[src/rtl/ts_extend_capture.sv]
// Extends a 32-bit free-running count to a {epoch, count} timestamp, captures it on
// event strobes into a small FIFO, and presents the buffered entries on valid/ready.
module ts_extend_capture #(
  parameter int EPOCH_W = 16,
  parameter int DEPTH   = 4,
  parameter int ADDR_W  = 2,
  parameter int DROP_W  = 8
) (
  input  logic                  clk,
  input  logic                  reset,
  input  logic [31:0]           count,
  input  logic                  overflow,
  input  logic                  event_in,
  output logic [32+EPOCH_W-1:0] ts_data,
  output logic                  ts_valid,
  input  logic                  ts_ready,
  output logic                  fifo_full,
  output logic [DROP_W-1:0]     drop_cnt,
  output logic [EPOCH_W-1:0]    epoch
);

  localparam int TS_W = 32 + EPOCH_W;
  localparam logic [ADDR_W:0] FULL_OCC = (ADDR_W + 1)'(DEPTH);

  logic [TS_W-1:0]   mem [DEPTH];
  logic [ADDR_W-1:0] wr_ptr;
  logic [ADDR_W-1:0] rd_ptr;
  logic [ADDR_W:0]   occ;
  logic              ovf_q;

  logic ovf_rise;
  logic pop;
  logic push;
  logic drop;

  // Status flags come from registered occupancy only, so ts_ready never reaches them.
  assign ts_valid  = (occ != '0);
  assign fifo_full = (occ == FULL_OCC);

  assign ovf_rise = overflow && !ovf_q;
  assign pop      = ts_valid && ts_ready;
  assign push     = event_in && (!fifo_full || pop);
  assign drop     = event_in && fifo_full && !pop;

  // Storage is not reset, so the head is masked to zero whenever the FIFO is empty.
  assign ts_data = ts_valid ? mem[rd_ptr] : '0;

  // NOTE: sequential state uses non-blocking assignments so every register sees
  // the pre-edge values of the others, exactly like the flops it describes.
  always_ff @(posedge clk) begin
    if (reset) begin
      epoch    <= '0;
      ovf_q    <= 1'b0;
      drop_cnt <= '0;
      wr_ptr   <= '0;
      rd_ptr   <= '0;
      occ      <= '0;
    end else begin
      ovf_q <= overflow;
      if (ovf_rise) begin
        epoch <= epoch + 1'b1;
      end

      if (push) begin
        wr_ptr <= wr_ptr + 1'b1;
      end
      if (pop) begin
        rd_ptr <= rd_ptr + 1'b1;
      end

      unique case ({push, pop})
        2'b10:   occ <= occ + 1'b1;
        2'b01:   occ <= occ - 1'b1;
        default: occ <= occ;
      endcase

      if (drop && (drop_cnt != '1)) begin
        drop_cnt <= drop_cnt + 1'b1;
      end
    end
  end

  // NOTE: the data array has no reset; validity is tracked by the pointers and
  // occupancy, which keeps the storage as plain flops/RAM without a reset tree.
  // The epoch written is the pre-increment register, so a terminal count coincident
  // with an overflow edge is stamped with the old epoch.
  always_ff @(posedge clk) begin
    if (push && !reset) begin
      mem[wr_ptr] <= {epoch, count};
    end
  end

endmodule

[config.mk]
export PLATFORM = sky130hd
export DESIGN_NAME = ts_extend_capture
export DESIGN_NICKNAME = d
export VERILOG_FILES = /design/src/rtl/ts_extend_capture.sv
export SDC_FILE = /design/constraint.sdc
export NUM_CORES = 1
export LEC_CHECK = 0
export ABC_CLOCK_PERIOD_IN_PS = 3250
export BUFFER_PORTS_ARGS = -buffer_cell sky130_fd_sc_hd__buf_2
export CAP_MARGIN = 30
export CORE_MARGIN = 2
export CORE_UTILIZATION = 52
export DETAILED_ROUTE_END_ITERATION = 6
export PLACE_DENSITY = 0.73
export SYNTH_ARGS = -nofsm -noshare
export SYNTH_HDL_FRONTEND = slang
export SYNTH_SLANG_ARGS = --single-unit
[constraint.sdc]
create_clock -name clk -period 3.25 [get_ports clk]
set_clock_uncertainty 0.05 [all_clocks]
set_input_delay 0.975 -clock clk [delete_from_list [all_inputs] [get_ports clk]]
set_output_delay 0.975 -clock clk [all_outputs]
set_load 0.05 [all_outputs]
==> impl_metrics.csv, run 1 <==
group,metric,value,unit
setup_path,reg2reg_slack,0.59,ns
global_route,antenna_found_initial,0,
setup_path,worst_setup_path_end_kind,"primary output",
finish,area_delta_synth_final,18.70,%
floorplan,core_box_area,16700,um^2
power_and_ir_drop,power.density,681.6,nW/um^2
power_and_ir_drop,fin_total_pwr,7222,uW
floorplan,dieWidth,135.0,um
global_route,first_pass_grt_wire_length,26450,um
synth,ys_warn_count,0,
clock_tree,cts.root.buffer_cell,"clkbuf_16",
setup_path,worstReg2RegEnd,"occ[2]",
synth,synth.cell_area,8926,um^2
detailed_routing,post_drt_wl_per_cell,19.61,um
setup_path,critPathKind,"register to primary output",
synth,ys_seq_area_share,72.22,%
floorplan,floorplan.die_area,18230,um^2
synth,synth-async-reset-ratio,0,%
clock_tree,clkTransAtPathRegs,0.06,ns
worst_hold_path,whs_path_depth,2,
detailed_routing,route.detailed.drc,0,
worst_hold_path,hp-class,"register to register",
clock_tree,cts_tree,"yes",
placed_design,place_area,9791,um^2
finish,postLayoutCellArea,10600,um^2
global_route,total_grt_overflow,0,
synth,synth-seq-cells,226,
sta,max_freq,320.8,MHz
global_route,number_of_global_route_vias_before_repair,4897,
setup_path,critical_path.max_fanout,35,
placed_design,io_buffer_count,110,
global_route,track_usage,18.86,%
floorplan,initial_core_utilization,53.45,%
sta,final_hold_violations,0,
synth,netlist-cell-type-count,46,
power_and_ir_drop,leakage,0.003786,uW
synth,synth.top_cell.area_share,64.59,%
clock_tree,clock_sink_count,226,
sta,report.final.slew_viol_count,0,
clock_tree,clockBufferDepth,3,
outcome,outcome,"finished clean",
clock_tree,clkLatencyLatePin,0.49,ns
sta,final.period_utilization,95.91,%
setup_path,worstPathArrival,2.09,ns
setup_path,worstPathRequired,2.22,ns
synth,synthTopCellsByArea,"edfxtp_1, mux4_2, dfxtp_1",
floorplan,io-pin-count,111,
sta,setup_total_negative_slack,0,ns
synth,yosys.area.top_type,"edfxtp_1",
sta,slew_at_the_pin_with_the_worst_max_slew_slack,0.6118,ns
setup_path,worst_setup_path_start_kind,"register",
finish,diodes,0,
synth,synth_edf_count,192,
finish,final_cell_count_no_fill,853,
detailed_routing,drt_first_pass_iters,4,
global_route,grt_max_degree,49,
worst_hold_path,beginning_of_the_worst_hold_path,"drop_cnt[6]",
placed_design,place_congestion,0.8419,
worst_hold_path,holdPathEnd,"drop_cnt[6]",
synth,postSynth.topFlopCell,"edfxtp_1",
clock_tree,cts_made_buffers,23,
detailed_routing,final_antenna_net_count,0,
floorplan,row_count,47,
finish,finish.net_count,662,
detailed_routing,detail_route.iter0.violations,404,
power_and_ir_drop,worst_ir_drop_vdd,417.4,uV
sta,setup_violations,0,
sta,post-route-min-period,3.117,ns
detailed_routing,dr_total_vias,4672,
setup_path,worst-r2r-cell-count,8,
sta,slew_headroom,59.22,%
detailed_routing,post_drt_via_cell_ratio,5.477,
synth,syn-mean-instance-area,18.11,um^2
finish,final.fill_count,1202,
sta,worst_hold_slack,0.4699,ns
finish,drive_gt1_share,35.39,%
synth,synthesis.instances,493,
synth,synthesis.nets,537,
flow_run,maxCapViolations,0,
clock_tree,cts.htree.levels,1,
detailed_routing,finalWirelength,16720,um
placed_design,dp_cells,812,
setup_path,crit-reg2reg-launch,"occ[0]",
clock_tree,post_cts.repair.setup_buffers,0,
floorplan,die_height,135.0,um
sta,grt_setup_unrepaired,"false",
placed_design,dp.final_hpwl,10250,um
[cells by family (layout without fill, tap and decap cells)]
logic type | Yosys count | count (layout) | share of synthesized area [%]
flops | 226 | 226 | 72.22
mux | 52 | 52 | 12.59
fa+ha+maj | 7 | 7 | 1.065
buf+inv | 31 | 171 | 1.486
xor+xnor | 21 | 21 | 2.061
compound gates | 20 | 20 | 1.626
simple gates | 136 | 136 | 8.957
[Yosys cell counts, drive strengths merged (2+ instances only)]
master,number
edfxtp,192
and2,53
mux4,48
dfxtp,34
nor2,29
clkbuf,15
xor2,15
nand2,10
buf,9
nand3,9
inv,7
nand4,7
a21oi,6
ha,6
xnor2,6
and3,4
nor2b,4
o21ai,4
or3,4
and4,3
and4b,3
a211oi,2
mux2,2
mux2i,2
nor4b,2
o211ai,2
[how the worst max path moves through the flow]
stage | start | depth (start not counted) | endpoint | slack, ns
2_1_floorplan | ts_ready | 5 | mem[0][0] | 0.03
3_3_place_gp | ts_ready | 6 | mem[2][22] | 0.34
3_5_place_dp | ts_ready | 6 | mem[2][22] | 0.27
4_1_cts | register | 4 | ts_data[34] | 0.01
5_1_grt | occ[0] | 4 | ts_data[21] | 0.04
6_report | occ[0] | 4 | ts_data[39] | 0.13
[what timing repair did]
item | in CTS | in global routing
gates cloned | 0 | 1
resized for setup | 1 | 0
hold buffers | 0 | 0
endpoints found under the setup margin | 1 | 34
[flip-flops by register name, summed over array words and instances, names as in the netlist, named ones only]
| register | flops |
|---|---|
| occ | 3 |
| ovf_q | 1 |
| wr_ptr | 2 |
| drop_cnt | 8 |
| mem | 192 |
| epoch | 16 |
| rd_ptr | 2 |
[area by class of cell]
class	instances	area, um^2	share of cell area (%)
multi-input cells	236	2352	22.20
flip-flops and latches	226	6451	60.89
clock buffers	26	596.8	5.633
inverters	7	26.28	0.2480
clock inverters	14	175.2	1.653
repair buffers	124	718.2	6.778
well taps	220	275.3	2.598
[critical path, cell delays in order, from the launching register on]
cell and delay [ns]:
dfxtp_1 0.54, or3_1 0.20, buf_4 0.32, and2_1 0.24, buf_2 0.28
[cell usage in the layout, fill, tap and decap left out, types with 5 or more instances in the layout]
| master | count |
|---|---|
| a21oi_1 | 6 |
| and2_1 | 49 |
| buf_2 | 110 |
| buf_4 | 10 |
| clkbuf_16 | 24 |
| clkinv_2 | 5 |
| dfxtp_1 | 32 |
| edfxtp_1 | 192 |
| ha_1 | 6 |
| inv_1 | 7 |
| mux4_2 | 48 |
| nand2_1 | 10 |
| nand3_1 | 9 |
| nand4_1 | 7 |
| nor2_1 | 29 |
| xnor2_1 | 6 |
| xor2_1 | 15 |
[report_power, final]
part           internal (uW)  switching, uW  leakage (uW)  total (uW)
combinational            425            868       0.00136        1290
sequential              3230           47.4       0.00206        3280
clock                   1630           1020      0.000373        2650
total                   5290           1940       0.00379        7220
[metal layers]
| layer | up-vias | part of all wire [%] | GRT usage (%) |
|---|---|---|---|
| li1 | 2166 | - | - |
| met1 | 2360 | 44 | 25.97 |
| met2 | 123 | 50 | 31.08 |
| met3 | 23 | 5.1 | 4.092 |
| met4 | 0 | 1.5 | 4.919 |
| met5 | - | 0 | 0 |
[stage by stage]
stage	setup slack (ns)	utilization [%]
detailed placement	0.2705	58.62
global route	0.03956	63.44
floorplan	0.02883	-
finish	0.1329	63.44
global placement	0.3365	58.62
CTS	0.01332	63.29
Note: power is estimated with default switching activity, not from simulation.
==> run 2, diff against run 1 <==
--- a/config.mk
+++ b/config.mk
@@ -11,7 +11,8 @@
 export CORE_MARGIN = 2
 export CORE_UTILIZATION = 52
 export DETAILED_ROUTE_END_ITERATION = 6
-export PLACE_DENSITY = 0.73
+export HOLD_SLACK_MARGIN = 0.05
+export PLACE_DENSITY = 0.76
 export SYNTH_ARGS = -nofsm -noshare
 export SYNTH_HDL_FRONTEND = slang
 export SYNTH_SLANG_ARGS = --single-unit
==> run 2 against run 1 <==
Net effect: first-iteration DRC count down 2.0%; combinational power about the same; sequential power about the same; global-route usage up 0.28 points; die area unchanged; via count up 2.2%; final cell count unchanged; routed wire length up 1.8%; non-clock buffer count down 1; utilization down 0.15 points; critical path type unchanged; largest power group unchanged.
==> impl_metrics.csv, run 2 (synthesis gave the netlist of run 1 again) <==
group,metric,value,unit
outcome,outcome,"finished clean",
sta,final.period_utilization,96.51,%
detailed_routing,post_drt_wl_per_cell,19.96,um
setup_path,worst_setup_path_end_kind,"primary output",
setup_path,worstPathArrival,2.11,ns
global_route,first_pass_grt_wire_length,26740,um
power_and_ir_drop,comb_power_share,18.6,%
global_route,antenna_found_initial,0,
finish,finish.net_count,661,
global_route,grt_max_degree,42,
detailed_routing,final_antenna_net_count,0,
setup_path,worst_setup_path_start_kind,"register",
flow_run,maxCapViolations,0,
finish,final_common_cell,"edfxtp_1",
sta,max_freq,318.8,MHz
sta,setup_violations,0,
global_route,number_of_global_route_vias_before_repair,4935,
finish,registers.top_by_ff_count,"mem",
power_and_ir_drop,leakage,0.003758,uW
floorplan,io-pin-count,111,
clock_tree,cts_made_buffers,23,
clock_tree,cts-hold-fix-buffers,0,
detailed_routing,route.detailed.drc,0,
clock_tree,clock_sink_count,226,
power_and_ir_drop,worst_ir_drop_vdd,375.9,uV
detailed_routing,detail_route.iter0.violations,396,
setup_path,slowest_delay,0.65,ns
floorplan,initial_core_utilization,53.45,%
floorplan,die_height,135.0,um
global_route,track_usage,19.14,%
detailed_routing,post_drt_via_cell_ratio,5.599,
finish,final.fill_count,1194,
sta,slew_headroom,65.26,%
setup_path,crit_slowest_cell,"dfxtp_2",
finish,largest_register_ffs,192,
setup_path,cp_num_buf_inv,2,
worst_hold_path,hp-class,"register to register",
sta,post-route-min-period,3.137,ns
detailed_routing,dr_total_vias,4776,
clock_tree,clkTransAtPathRegs,0.06,ns
sta,report.final.slew_viol_count,0,
power_and_ir_drop,clock_power_share,34.8,%
detailed_routing,drt_first_pass_iters,5,
sta,setup_total_negative_slack,0,ns
clock_tree,clockBufferDepth,3,
finish,drive_gt1_share,34.34,%
floorplan,floorplan.die_area,18230,um^2
detailed_routing,finalWirelength,17020,um
clock_tree,clkLatencyLatePin,0.49,ns
power_and_ir_drop,power_frac_seq,46.6,%
finish,postLayoutCellArea,10570,um^2
finish,registers_with_the_most_flip_flops,"mem: 192 flops, epoch: 16 flops, drop_cnt: 8 flops",
setup_path,critical_path.max_fanout,20,
clock_tree,cts.htree.levels,1,
placed_design,dp.final_hpwl,10670,um
setup_path,worstPathRequired,2.22,ns
setup_path,crit_family,"flip-flops",
power_and_ir_drop,power.internal,5129,uW
setup_path,crit_path_cell_trace,"buf_12 > mux4_2 > and2_1 > buf_2",
global_route,total_grt_overflow,0,
power_and_ir_drop,power.density,667.2,nW/um^2
finish,area_delta_synth_final,18.42,%
clock_tree,cts.root.buffer_cell,"clkbuf_16",
floorplan,row_count,47,
power_and_ir_drop,power.switching_fraction,27.27,%
finish,mostFrequentLayoutCells,"edfxtp_1, buf_2, and2_1",
setup_path,critPathKind,"register to primary output",
sta,slew_at_the_pin_with_the_worst_max_slew_slack,0.5211,ns
sta,grt_setup_unrepaired,"false",
placed_design,io_buffer_count,110,
placed_design,place_congestion,0.8116,
floorplan,core_box_area,16700,um^2
clock_tree,cts_tree,"yes",
power_and_ir_drop,switching_power,1923,uW
sta,final_hold_violations,0,
placed_design,place_area,9844,um^2
floorplan,dieWidth,135.0,um
[run 2: changes by cell type in the layout (fill, tap and decap cells not counted), moves of 2 or more]
cell | before | now
clkinvlp_4 | 3 | 0
clkbuf_1 | 2 | 8
buf_12 | 2 | 9
buf_4 | 10 | 4
bufinv_16 | 4 | 2
[run 2: cell type report]
| cell class | count | area [um^2] | area share [%] |
|---|---|---|---|
| Clock inverter | 9 | 91.34 | 0.8641 |
| Multi-Input combinational cell | 236 | 2357 | 22.30 |
| Tap cell | 220 | 275.3 | 2.604 |
| Sequential cell | 226 | 6451 | 61.03 |
| Inverter | 7 | 26.28 | 0.2486 |
| Antenna cell | 1 | 2.502 | 0.02367 |
| Timing Repair Buffer | 123 | 760.7 | 7.197 |
| Clock buffer | 31 | 605.6 | 5.729 |
[run 2: what timing repair did]
action	in CTS	in global routing
endpoints found under the setup margin	13	0
buffers inserted	3	0
gates resized for setup	1	0
[run 2: metrics by stage]
stage | power [uW] | std cells | setup WS [ns] | utilization [%] | hold WS, ns
2_1_floorplan | 4308 | 493 | 0.02883 | - | 0.4192
3_3_place_gp | 4627 | 809 | 0.3961 | 58.95 | 0.4401
3_5_place_dp | 4653 | 809 | 0.3494 | 58.95 | 0.4587
4_1_cts | 7139 | 852 | 0.06292 | 63.28 | 0.4662
5_1_grt | 7294 | 852 | 0.04460 | 63.28 | 0.4898
6_report | 7052 | 853 | 0.1133 | 63.29 | 0.4692
[run 2: power by group through the flow]
stage | sequential [uW] | clock, uW | combinational, uW
6_report | 3280 | 2460 | 1310
5_1_grt | 3290 | 2610 | 1390
4_1_cts | 3290 | 2520 | 1330
3_5_place_dp | 3360 | 0 | 1300
2_1_floorplan | 3320 | 0 | 986
3_3_place_gp | 3350 | 0 | 1280
[run 2: tightest hold or removal path: cells and delay by family (launching register included)]
family,cells,cell delay [ns]
flip-flops,1,0.35
AND/OR/NAND/NOR,1,0.07
AO/OA/AOI/OAI,1,0.06
[run 2: worst paths after layout]
check / startpoint / end / slack (ns) / cells past startpoint
worst min-delay path: wr_ptr[1] / wr_ptr[1] / 0.47 / 2
worst max register to register: occ[0] / occ[2] / 0.74 / 7
worst min register to register: wr_ptr[1] / wr_ptr[1] / 0.47 / 2
worst max-delay path: register / ts_data[9] / 0.11 / 4
[run 2: per-layer routing]
metal | track usage, % | wire length [um] | share of wire (%) | up-vias
li1 | - | - | - | 2169
met1 | 25.72 | 7170 | 42 | 2437
met2 | 32.63 | 8512 | 50 | 147
met3 | 3.979 | 1049 | 6.2 | 23
met4 | 4.340 | 289 | 1.7 | 0
met5 | 0 | 0 | 0 | -
